### src/rtl/ternary_conv_sched_if.sv
// ternary_conv_sched_if: start/config, accumulator and select-array handshake, buffer read bus
interface ternary_conv_sched_if #(
  parameter int CNT_WIDTH  = 16,
  parameter int ADDR_WIDTH = 16
);
  logic                  start;
  logic                  cfg_kn_size_mode;
  logic [CNT_WIDTH-1:0]  cfg_in_tiles;
  logic [CNT_WIDTH-1:0]  cfg_out_pixels;
  logic [CNT_WIDTH-1:0]  cfg_out_maps;
  logic                  acc_ready;
  logic                  sel_com_done;
  logic                  feat_rd_en;
  logic [ADDR_WIDTH-1:0] feat_rd_addr;
  logic                  wgt_rd_en;
  logic [ADDR_WIDTH-1:0] wgt_rd_addr;
  logic                  sel_enable;
  logic                  sel_kn_size_mode;
  logic                  acc_first;
  logic                  acc_last;
  logic                  busy;
  logic                  done;
  logic                  err;
  modport master (
    output start, cfg_kn_size_mode, cfg_in_tiles, cfg_out_pixels, cfg_out_maps, acc_ready, sel_com_done,
    input  feat_rd_en, feat_rd_addr, wgt_rd_en, wgt_rd_addr, sel_enable, sel_kn_size_mode,
           acc_first, acc_last, busy, done, err
  );
  modport slave (
    input  start, cfg_kn_size_mode, cfg_in_tiles, cfg_out_pixels, cfg_out_maps, acc_ready, sel_com_done,
    output feat_rd_en, feat_rd_addr, wgt_rd_en, wgt_rd_addr, sel_enable, sel_kn_size_mode,
           acc_first, acc_last, busy, done, err
  );
endinterface

### src/rtl/ternary_conv_sched.sv
// ternary_conv_sched: sequences one ternary conv layer (maps x pixels x Tn tiles) through the select array
//   clk, rst (synchronous, active-low)
//   bus in : start, cfg_kn_size_mode, cfg_in_tiles, cfg_out_pixels, cfg_out_maps, acc_ready, sel_com_done
//   bus out: feat/wgt read strobe + address, sel_enable, sel_kn_size_mode, acc_first/last, busy, done, err
module ternary_conv_sched #(
  parameter logic KERNEL_SIZE_5_MODE = 1'b1,
  parameter logic KERNEL_SIZE_3_MODE = 1'b0,
  parameter int   CNT_WIDTH          = 16,
  parameter int   ADDR_WIDTH         = 16
) (
  input logic clk,
  input logic rst,
  ternary_conv_sched_if.slave bus
);
  typedef enum logic [2:0] {IDLE, LOAD, ISSUE, DRAIN, DONE} state_t;
  localparam logic [CNT_WIDTH-1:0]  cnt_one  = 1;
  localparam logic [ADDR_WIDTH-1:0] addr_one = 1;
  state_t state_q, state_d;
  logic [CNT_WIDTH-1:0]  tiles_q, tiles_d, pixels_q, pixels_d, maps_q, maps_d;
  logic [CNT_WIDTH-1:0]  t_q, t_d, p_q, p_d, m_q, m_d;
  logic [ADDR_WIDTH-1:0] feat_q, feat_d, wgt_q, wgt_d, wbase_q, wbase_d;
  logic [1:0]            in_flight_q, in_flight_d;
  logic sel_mode_q, sel_mode_d, sel_en_q, sel_en_d, err_q, err_d;
  logic first1_q, first1_d, last1_q, last1_d, first2_q, first2_d, last2_q, last2_d;
  logic accept, issue, t_last, p_last, m_last, pix_wrap, retire;
  always_comb begin
    accept = (state_q == IDLE) & bus.start;
    issue = (state_q == ISSUE) & bus.acc_ready;
    t_last = t_q == tiles_q - cnt_one;
    p_last = p_q == pixels_q - cnt_one;
    m_last = m_q == maps_q - cnt_one;
    pix_wrap = t_last & p_last;
    retire = bus.sel_com_done & (in_flight_q != 2'd0);
    state_d = state_q;
    case (state_q)
      IDLE:    state_d = accept ? LOAD : IDLE;
      LOAD:    state_d = (tiles_q == '0 || pixels_q == '0 || maps_q == '0) ? DONE : ISSUE;
      ISSUE:   state_d = (issue & pix_wrap & m_last) ? DRAIN : ISSUE;
      DRAIN:   state_d = (in_flight_q == 2'd0) ? DONE : DRAIN;
      default: state_d = IDLE;
    endcase
    tiles_d = accept ? bus.cfg_in_tiles : tiles_q;
    pixels_d = accept ? bus.cfg_out_pixels : pixels_q;
    maps_d = accept ? bus.cfg_out_maps : maps_q;
    sel_mode_d = accept ? (bus.cfg_kn_size_mode ? KERNEL_SIZE_5_MODE : KERNEL_SIZE_3_MODE) : sel_mode_q;
    t_d = t_q;
    p_d = p_q;
    m_d = m_q;
    feat_d = feat_q;
    wgt_d = wgt_q;
    wbase_d = wbase_q;
    if (state_q == LOAD) begin
      t_d = '0;
      p_d = '0;
      m_d = '0;
      feat_d = '0;
      wgt_d = '0;
      wbase_d = '0;
    end else if (issue) begin
      // feature address just counts through the map's pixels; weight address rewinds to the map base per pixel
      t_d = t_last ? '0 : t_q + cnt_one;
      p_d = t_last ? (p_last ? '0 : p_q + cnt_one) : p_q;
      m_d = pix_wrap ? m_q + cnt_one : m_q;
      feat_d = pix_wrap ? '0 : feat_q + addr_one;
      wbase_d = pix_wrap ? wbase_q + ADDR_WIDTH'(tiles_q) : wbase_q;
      wgt_d = t_last ? wbase_d : wgt_q + addr_one;
    end
    sel_en_d = issue;
    first1_d = issue & (t_q == '0);
    last1_d = issue & t_last;
    first2_d = first1_q;
    last2_d = last1_q;
    in_flight_d = in_flight_q + {1'b0, issue} - {1'b0, retire};
    err_d = (err_q & ~accept) | (bus.sel_com_done & (in_flight_q == 2'd0));
  end
  always_ff @(posedge clk) begin
    if (!rst) begin
      state_q <= IDLE;
      tiles_q <= '0;
      pixels_q <= '0;
      maps_q <= '0;
      t_q <= '0;
      p_q <= '0;
      m_q <= '0;
      feat_q <= '0;
      wgt_q <= '0;
      wbase_q <= '0;
      in_flight_q <= '0;
      sel_mode_q <= KERNEL_SIZE_3_MODE;
      sel_en_q <= 1'b0;
      first1_q <= 1'b0;
      last1_q <= 1'b0;
      first2_q <= 1'b0;
      last2_q <= 1'b0;
      err_q <= 1'b0;
    end else begin
      state_q <= state_d;
      tiles_q <= tiles_d;
      pixels_q <= pixels_d;
      maps_q <= maps_d;
      t_q <= t_d;
      p_q <= p_d;
      m_q <= m_d;
      feat_q <= feat_d;
      wgt_q <= wgt_d;
      wbase_q <= wbase_d;
      in_flight_q <= in_flight_d;
      sel_mode_q <= sel_mode_d;
      sel_en_q <= sel_en_d;
      first1_q <= first1_d;
      last1_q <= last1_d;
      first2_q <= first2_d;
      last2_q <= last2_d;
      err_q <= err_d;
    end
  end
  assign bus.feat_rd_en = issue;
  assign bus.wgt_rd_en = issue;
  assign bus.feat_rd_addr = feat_q;
  assign bus.wgt_rd_addr = wgt_q;
  assign bus.sel_enable = sel_en_q;
  assign bus.sel_kn_size_mode = sel_mode_q;
  assign bus.acc_first = first2_q;
  assign bus.acc_last = last2_q;
  assign bus.busy = state_q != IDLE;
  assign bus.done = state_q == DONE;
  assign bus.err = err_q;
endmodule

### src/flat_wrapper.sv
// flat-port wrapper written by rule: the top's interface ports become plain ports
module ternary_conv_sched_flat 
#(
  parameter logic KERNEL_SIZE_5_MODE = 1'b1,
  parameter logic KERNEL_SIZE_3_MODE = 1'b0,
  parameter int   CNT_WIDTH          = 16,
  parameter int   ADDR_WIDTH         = 16
)
  (clk, rst, bus_start, bus_cfg_kn_size_mode, bus_cfg_in_tiles, bus_cfg_out_pixels, bus_cfg_out_maps, bus_acc_ready, bus_sel_com_done, bus_feat_rd_en, bus_feat_rd_addr, bus_wgt_rd_en, bus_wgt_rd_addr, bus_sel_enable, bus_sel_kn_size_mode, bus_acc_first, bus_acc_last, bus_busy, bus_done, bus_err);
  ternary_conv_sched_if #(.CNT_WIDTH(CNT_WIDTH), .ADDR_WIDTH(ADDR_WIDTH)) bus_i ();
  input logic clk;
  input logic rst;
  input wire logic [$bits(bus_i.start)-1:0] bus_start;
  input wire logic [$bits(bus_i.cfg_kn_size_mode)-1:0] bus_cfg_kn_size_mode;
  input wire logic [$bits(bus_i.cfg_in_tiles)-1:0] bus_cfg_in_tiles;
  input wire logic [$bits(bus_i.cfg_out_pixels)-1:0] bus_cfg_out_pixels;
  input wire logic [$bits(bus_i.cfg_out_maps)-1:0] bus_cfg_out_maps;
  input wire logic [$bits(bus_i.acc_ready)-1:0] bus_acc_ready;
  input wire logic [$bits(bus_i.sel_com_done)-1:0] bus_sel_com_done;
  output wire logic [$bits(bus_i.feat_rd_en)-1:0] bus_feat_rd_en;
  output wire logic [$bits(bus_i.feat_rd_addr)-1:0] bus_feat_rd_addr;
  output wire logic [$bits(bus_i.wgt_rd_en)-1:0] bus_wgt_rd_en;
  output wire logic [$bits(bus_i.wgt_rd_addr)-1:0] bus_wgt_rd_addr;
  output wire logic [$bits(bus_i.sel_enable)-1:0] bus_sel_enable;
  output wire logic [$bits(bus_i.sel_kn_size_mode)-1:0] bus_sel_kn_size_mode;
  output wire logic [$bits(bus_i.acc_first)-1:0] bus_acc_first;
  output wire logic [$bits(bus_i.acc_last)-1:0] bus_acc_last;
  output wire logic [$bits(bus_i.busy)-1:0] bus_busy;
  output wire logic [$bits(bus_i.done)-1:0] bus_done;
  output wire logic [$bits(bus_i.err)-1:0] bus_err;
  assign bus_i.start = bus_start;
  assign bus_i.cfg_kn_size_mode = bus_cfg_kn_size_mode;
  assign bus_i.cfg_in_tiles = bus_cfg_in_tiles;
  assign bus_i.cfg_out_pixels = bus_cfg_out_pixels;
  assign bus_i.cfg_out_maps = bus_cfg_out_maps;
  assign bus_i.acc_ready = bus_acc_ready;
  assign bus_i.sel_com_done = bus_sel_com_done;
  assign bus_feat_rd_en = bus_i.feat_rd_en;
  assign bus_feat_rd_addr = bus_i.feat_rd_addr;
  assign bus_wgt_rd_en = bus_i.wgt_rd_en;
  assign bus_wgt_rd_addr = bus_i.wgt_rd_addr;
  assign bus_sel_enable = bus_i.sel_enable;
  assign bus_sel_kn_size_mode = bus_i.sel_kn_size_mode;
  assign bus_acc_first = bus_i.acc_first;
  assign bus_acc_last = bus_i.acc_last;
  assign bus_busy = bus_i.busy;
  assign bus_done = bus_i.done;
  assign bus_err = bus_i.err;
  ternary_conv_sched #(.KERNEL_SIZE_5_MODE(KERNEL_SIZE_5_MODE), .KERNEL_SIZE_3_MODE(KERNEL_SIZE_3_MODE), .CNT_WIDTH(CNT_WIDTH), .ADDR_WIDTH(ADDR_WIDTH)) u_core (.clk(clk), .rst(rst), .bus(bus_i));
endmodule
### config.mk
export PLATFORM = sky130hd
export DESIGN_NAME = ternary_conv_sched_flat
export DESIGN_NICKNAME = d
export VERILOG_FILES = /design/src/rtl/ternary_conv_sched_if.sv /design/src/rtl/ternary_conv_sched.sv /design/src/flat_wrapper.sv
export SDC_FILE = /design/constraint.sdc
export NUM_CORES = 1
export LEC_CHECK = 0
export ABC_AREA = 1
export BUFFER_PORTS_ARGS = -buffer_cell sky130_fd_sc_hd__buf_2
export CELL_PAD_IN_SITES_DETAIL_PLACEMENT = 0
export CELL_PAD_IN_SITES_GLOBAL_PLACEMENT = 1
export CORE_MARGIN = 3
export CORE_UTILIZATION = 39
export CTS_CLUSTER_SIZE = 14
export DETAILED_ROUTE_END_ITERATION = 7
export PLACE_DENSITY_LB_ADDON = 0.2
export SYNTH_ARGS = -nofsm -noshare
export SYNTH_HDL_FRONTEND = slang
export SYNTH_SLANG_ARGS = --single-unit
### constraint.sdc
create_clock -name clk -period 2.3 [get_ports clk]
set_input_delay 0.46 -clock clk [delete_from_list [all_inputs] [get_ports clk]]
set_output_delay 0.46 -clock clk [all_outputs]
set_load 0.02 [all_outputs]
==> metrics.csv <==
stage,metric,value,unit
outcome,status,"complete, but fails checks",
outcome,failed_checks,negative setup slack,
worst_setup_path,cp.required,2.60,ns
logic_synthesis,yosys-top-cells-count,"nand2_1 (314), inv_1 (192), dfxtp_1 (156), nor2_1 (152), nand3_1 (119)",
placement,port_buffers,94,
timing,timing.fmax,0.427,GHz
detailed_routing,drtIter0Drc,619,
logic_synthesis,synth_edf_count,0,
logic_synthesis,synth.largest_area_cell,dfxtp_1,
logic_synthesis,syn-instance-count,1531,
layout,finish.instance_area,12800,µm²
detailed_routing,wl_per_cell,14.7,µm
logic_synthesis,ys.flop_type,dfxtp_1,
detailed_routing,via_count,10165,
timing,drv_slew,0,
timing,tightest_slew,1.00,ns
global_route,overflow,0,
worst_setup_path,r2r_start,u_core.tiles_q[0]$_SDFFE_PN0P_,
logic_synthesis,synthTopCellsByArea,"dfxtp_1 (31%), nand2_1 (12%), inv_1 (7.1%)",
timing,final-setup-viol-count,12,
pwr,total_power,8160,µW
floorplan,io_pins,95,
logic_synthesis,syn_avg_cell_area,6.67,µm²
placement,post_dp_cell_area,11700,µm²
global_route,grt_pass1_vias,9596,
floorplan,coreArea,25500,µm²
pwr,vdd_ir_drop_max,0.425,mV
detailed_routing,vias_per_cell,4.96,
detailed_routing,wirelength,30200,µm
placement,place.gp.congestion,0.868,
layout,finalNetCount,1789,
layout,final.fill_count,2625,
logic_synthesis,syn_nets,1614,
detailed_routing,ant_nets,0,
placement,hpwlAfterDp,22700,µm
clocking,cts_sinks,156,
worst_setup_path,critPathMaxFanout,6,
worst_setup_path,arrival,2.64,ns
floorplan,fp-row-count,58,
placement,place_worst_setup_slack,-0.127,ns
logic_synthesis,ys_warn_count,0,
worst_setup_path,regToRegSetupSlack,-0.04,ns
worst_setup_path,r2r_cells,16,
clocking,cts_tree,yes,
worst_setup_path,worstReg2RegEnd,u_core.bus.wgt_rd_addr[12]$_SDFFE_PP0P_,
hold_path,hold_class,primary input to flip-flop,
timing,fin_ws,-0.0405,ns
flow_run,drv_cap,0,
timing,period_needed,2.34,ns
hold_path,hold_path.startpoint,bus_cfg_in_tiles[7],
global_route,grt.total_usage,0.210,
logic_synthesis,ys_seq_area_frac,0.306,
layout,antenna_cells,0,
logic_synthesis,synth_cell_types,47,
timing,period_share,1.02,
worst_setup_path,critical_path_class,flip-flop to flip-flop,
hold_path,holdPathEnd,u_core.tiles_q[7]$_SDFFE_PN0P_,
floorplan,dieArea,28200,µm²
global_route,grt_pass1_wl,48500,µm
timing,grt_setup_unrepaired,yes,
logic_synthesis,synth-async-reset-ratio,0,
pwr,powerDensity,636,nW/µm²
layout,drive_above_1_share,0.222,
clocking,clk_transition_reported_paths,0.07,ns
floorplan,start_util,0.401,
floorplan,fp.dieW,168,µm
logic_synthesis,syn_area,10200,µm²
clocking,root_buffer,clkbuf_16,
hold_path,hold_path_depth,3,
worst_setup_path,end_kind,flip-flop,
floorplan,die-height,168,µm
worst_setup_path,start_kind,flip-flop,
detailed_routing,drcViolationCount,0,
detailed_routing,drtPass1Iterations,5,
layout,fin_cells,2049,
timing,clock_skew,0.0178,ns
logic_synthesis,synth_top_area_share,0.306,
clocking,htreeDepth,4,
clocking,numCtsBuffers,17,
global_route,antenna_found_initial,1,
placement,dp_cells,2005,
timing,slew_headroom,0.332,
layout,area_growth,25.7,%
logic_synthesis,ys_seq_elements,156,
timing,final_hold_viol_count,0,
clocking,cts_max_path_buffers,2,
clocking,insertion_delay,0.44,ns
global_route,grt_max_degree,56,
logic_synthesis,synth_most_common_cell,nand2_1,
pwr,leakage,0.00587,µW
==> how the worst max path moves through the flow <==
stage / cells after the start / start / end
2_1_floorplan: 16 / u_core.tiles_q[1]$_SDFFE_PN0P_ / u_core.m_q[10]$_SDFFE_PP0N_
5_1_grt: 15 / u_core.tiles_q[0]$_SDFFE_PN0P_ / u_core.bus.wgt_rd_addr[5]$_SDFFE_PP0P_
3_5_place_dp: 14 / u_core.pixels_q[0]$_SDFFE_PN0P_ / u_core.m_q[3]$_SDFFE_PP0N_
3_3_place_gp: 16 / u_core.pixels_q[0]$_SDFFE_PN0P_ / u_core.m_q[2]$_SDFFE_PP0N_
4_1_cts: 14 / u_core.tiles_q[1]$_SDFFE_PN0P_ / u_core.bus.wgt_rd_addr[14]$_SDFFE_PP0P_
6_report: 16 / u_core.tiles_q[0]$_SDFFE_PN0P_ / u_core.bus.wgt_rd_addr[12]$_SDFFE_PP0P_
==> registers in the layout (all words and copies together) (netlist names) <==
register,cells
u_core.tiles_q,16
u_core.m_q,16
u_core.wbase_q,16
u_core.p_q,16
u_core.in_flight_q,2
u_core.bus.acc_first,1
u_core.t_q,16
u_core.pixels_q,16
u_core.bus.feat_rd_addr,16
u_core.bus.err,1
u_core.state_q,3
u_core.bus.sel_enable,1
u_core.bus.wgt_rd_addr,16
u_core.last1_q,1
u_core.bus.acc_last,1
u_core.maps_q,16
u_core.first1_q,1
u_core.bus.sel_kn_size_mode,1
==> cell usage in the layout (no fill, tap or decap), types with 20 or more instances in the layout <==
cell type and n:
o21ai_0 82, nor3_1 36, nand2_2 30, dfxtp_1 153, xor2_1 80, inv_1 189, nand3_1 110, buf_4 90
nand4_1 33, clkbuf_16 20, buf_2 94, nand2_1 287, xnor2_1 30, a21oi_1 104, ha_1 26, nor2_1 139
==> stage by stage <==
stage               TNS [ns]  hold WS (ns)   util
finish                -0.212         0.298  0.504
floorplan                  0         0.390      -
global route          -11.47         0.318  0.504
CTS                        0         0.293  0.487
detailed placement     -2.45         0.408  0.459
global placement       -1.24         0.403  0.459
==> area by class of cell <==
| type | instances | area (µm²) | share of cell area |
|---|---|---|---|
| multi-input combinational | 1124 | 6450 | 0.502 |
| inverter | 204 | 777 | 0.0605 |
| clock inverter | 11 | 133 | 0.0103 |
| tap | 330 | 413 | 0.0322 |
| clock buffer | 21 | 460 | 0.0359 |
| timing repair buffer | 203 | 1480 | 0.115 |
| sequential | 156 | 3130 | 0.244 |
==> critical path, stage by stage (launching register included) <==
cell and delay [ns]:
dfxtp_2 0.33, inv_2 0.08, ha_4 0.16, nand2_4 0.08, nor2_4 0.21, nand3_2 0.09
nand2_1 0.11, nand3_1 0.11, nor2_1 0.11, nand2_1 0.11, nor2_4 0.18, nand2_4 0.14
clkbuf_16 0.20, nand2_1 0.07, nand3_1 0.09, nand2_1 0.08, a21oi_1 0.05
==> layer usage <==
metal  GRT usage  vias up  share of wire
met4      0.0548        2          0.019
met2       0.353      140           0.47
met5           0        -        0.00043
li1            -     5324              -
met3      0.0303       29          0.028
met1       0.284     4670           0.48
==> repair_timing <==
item / 4_1_cts / 5_1_grt
endpoints found under the hold margin: 0 / 0
endpoints found under the setup margin: 70 / 95
hold buffers: 0 / 0
pin swaps: 5 / 33
gates cloned: 0 / 3
gates resized for setup: 21 / 87
buffers inserted: 6 / 3
==> kinds of logic (layout without fill, tap and decap cells) <==
kind of cell             count (synthesis)  after routing  share of synthesized area
adder cells (fa/ha/maj)                 29             29                     0.0363
AND/OR/NAND/NOR                        732            732                      0.327
buffers and inverters                  251            439                     0.0974
AO/OA/AOI/OAI                          250            250                      0.136
XOR/XNOR                               113            113                     0.0976
flip-flops                             156            156                      0.306
==> power by group <==
group          switching, µW  internal, µW  total, µW  leakage, µW
Combinational           1340           869       2210      0.00430
Clock                   1260          1680       2940     0.000290
Sequential               160          2850       3010      0.00127
Power figures use the tool's default switching activity.
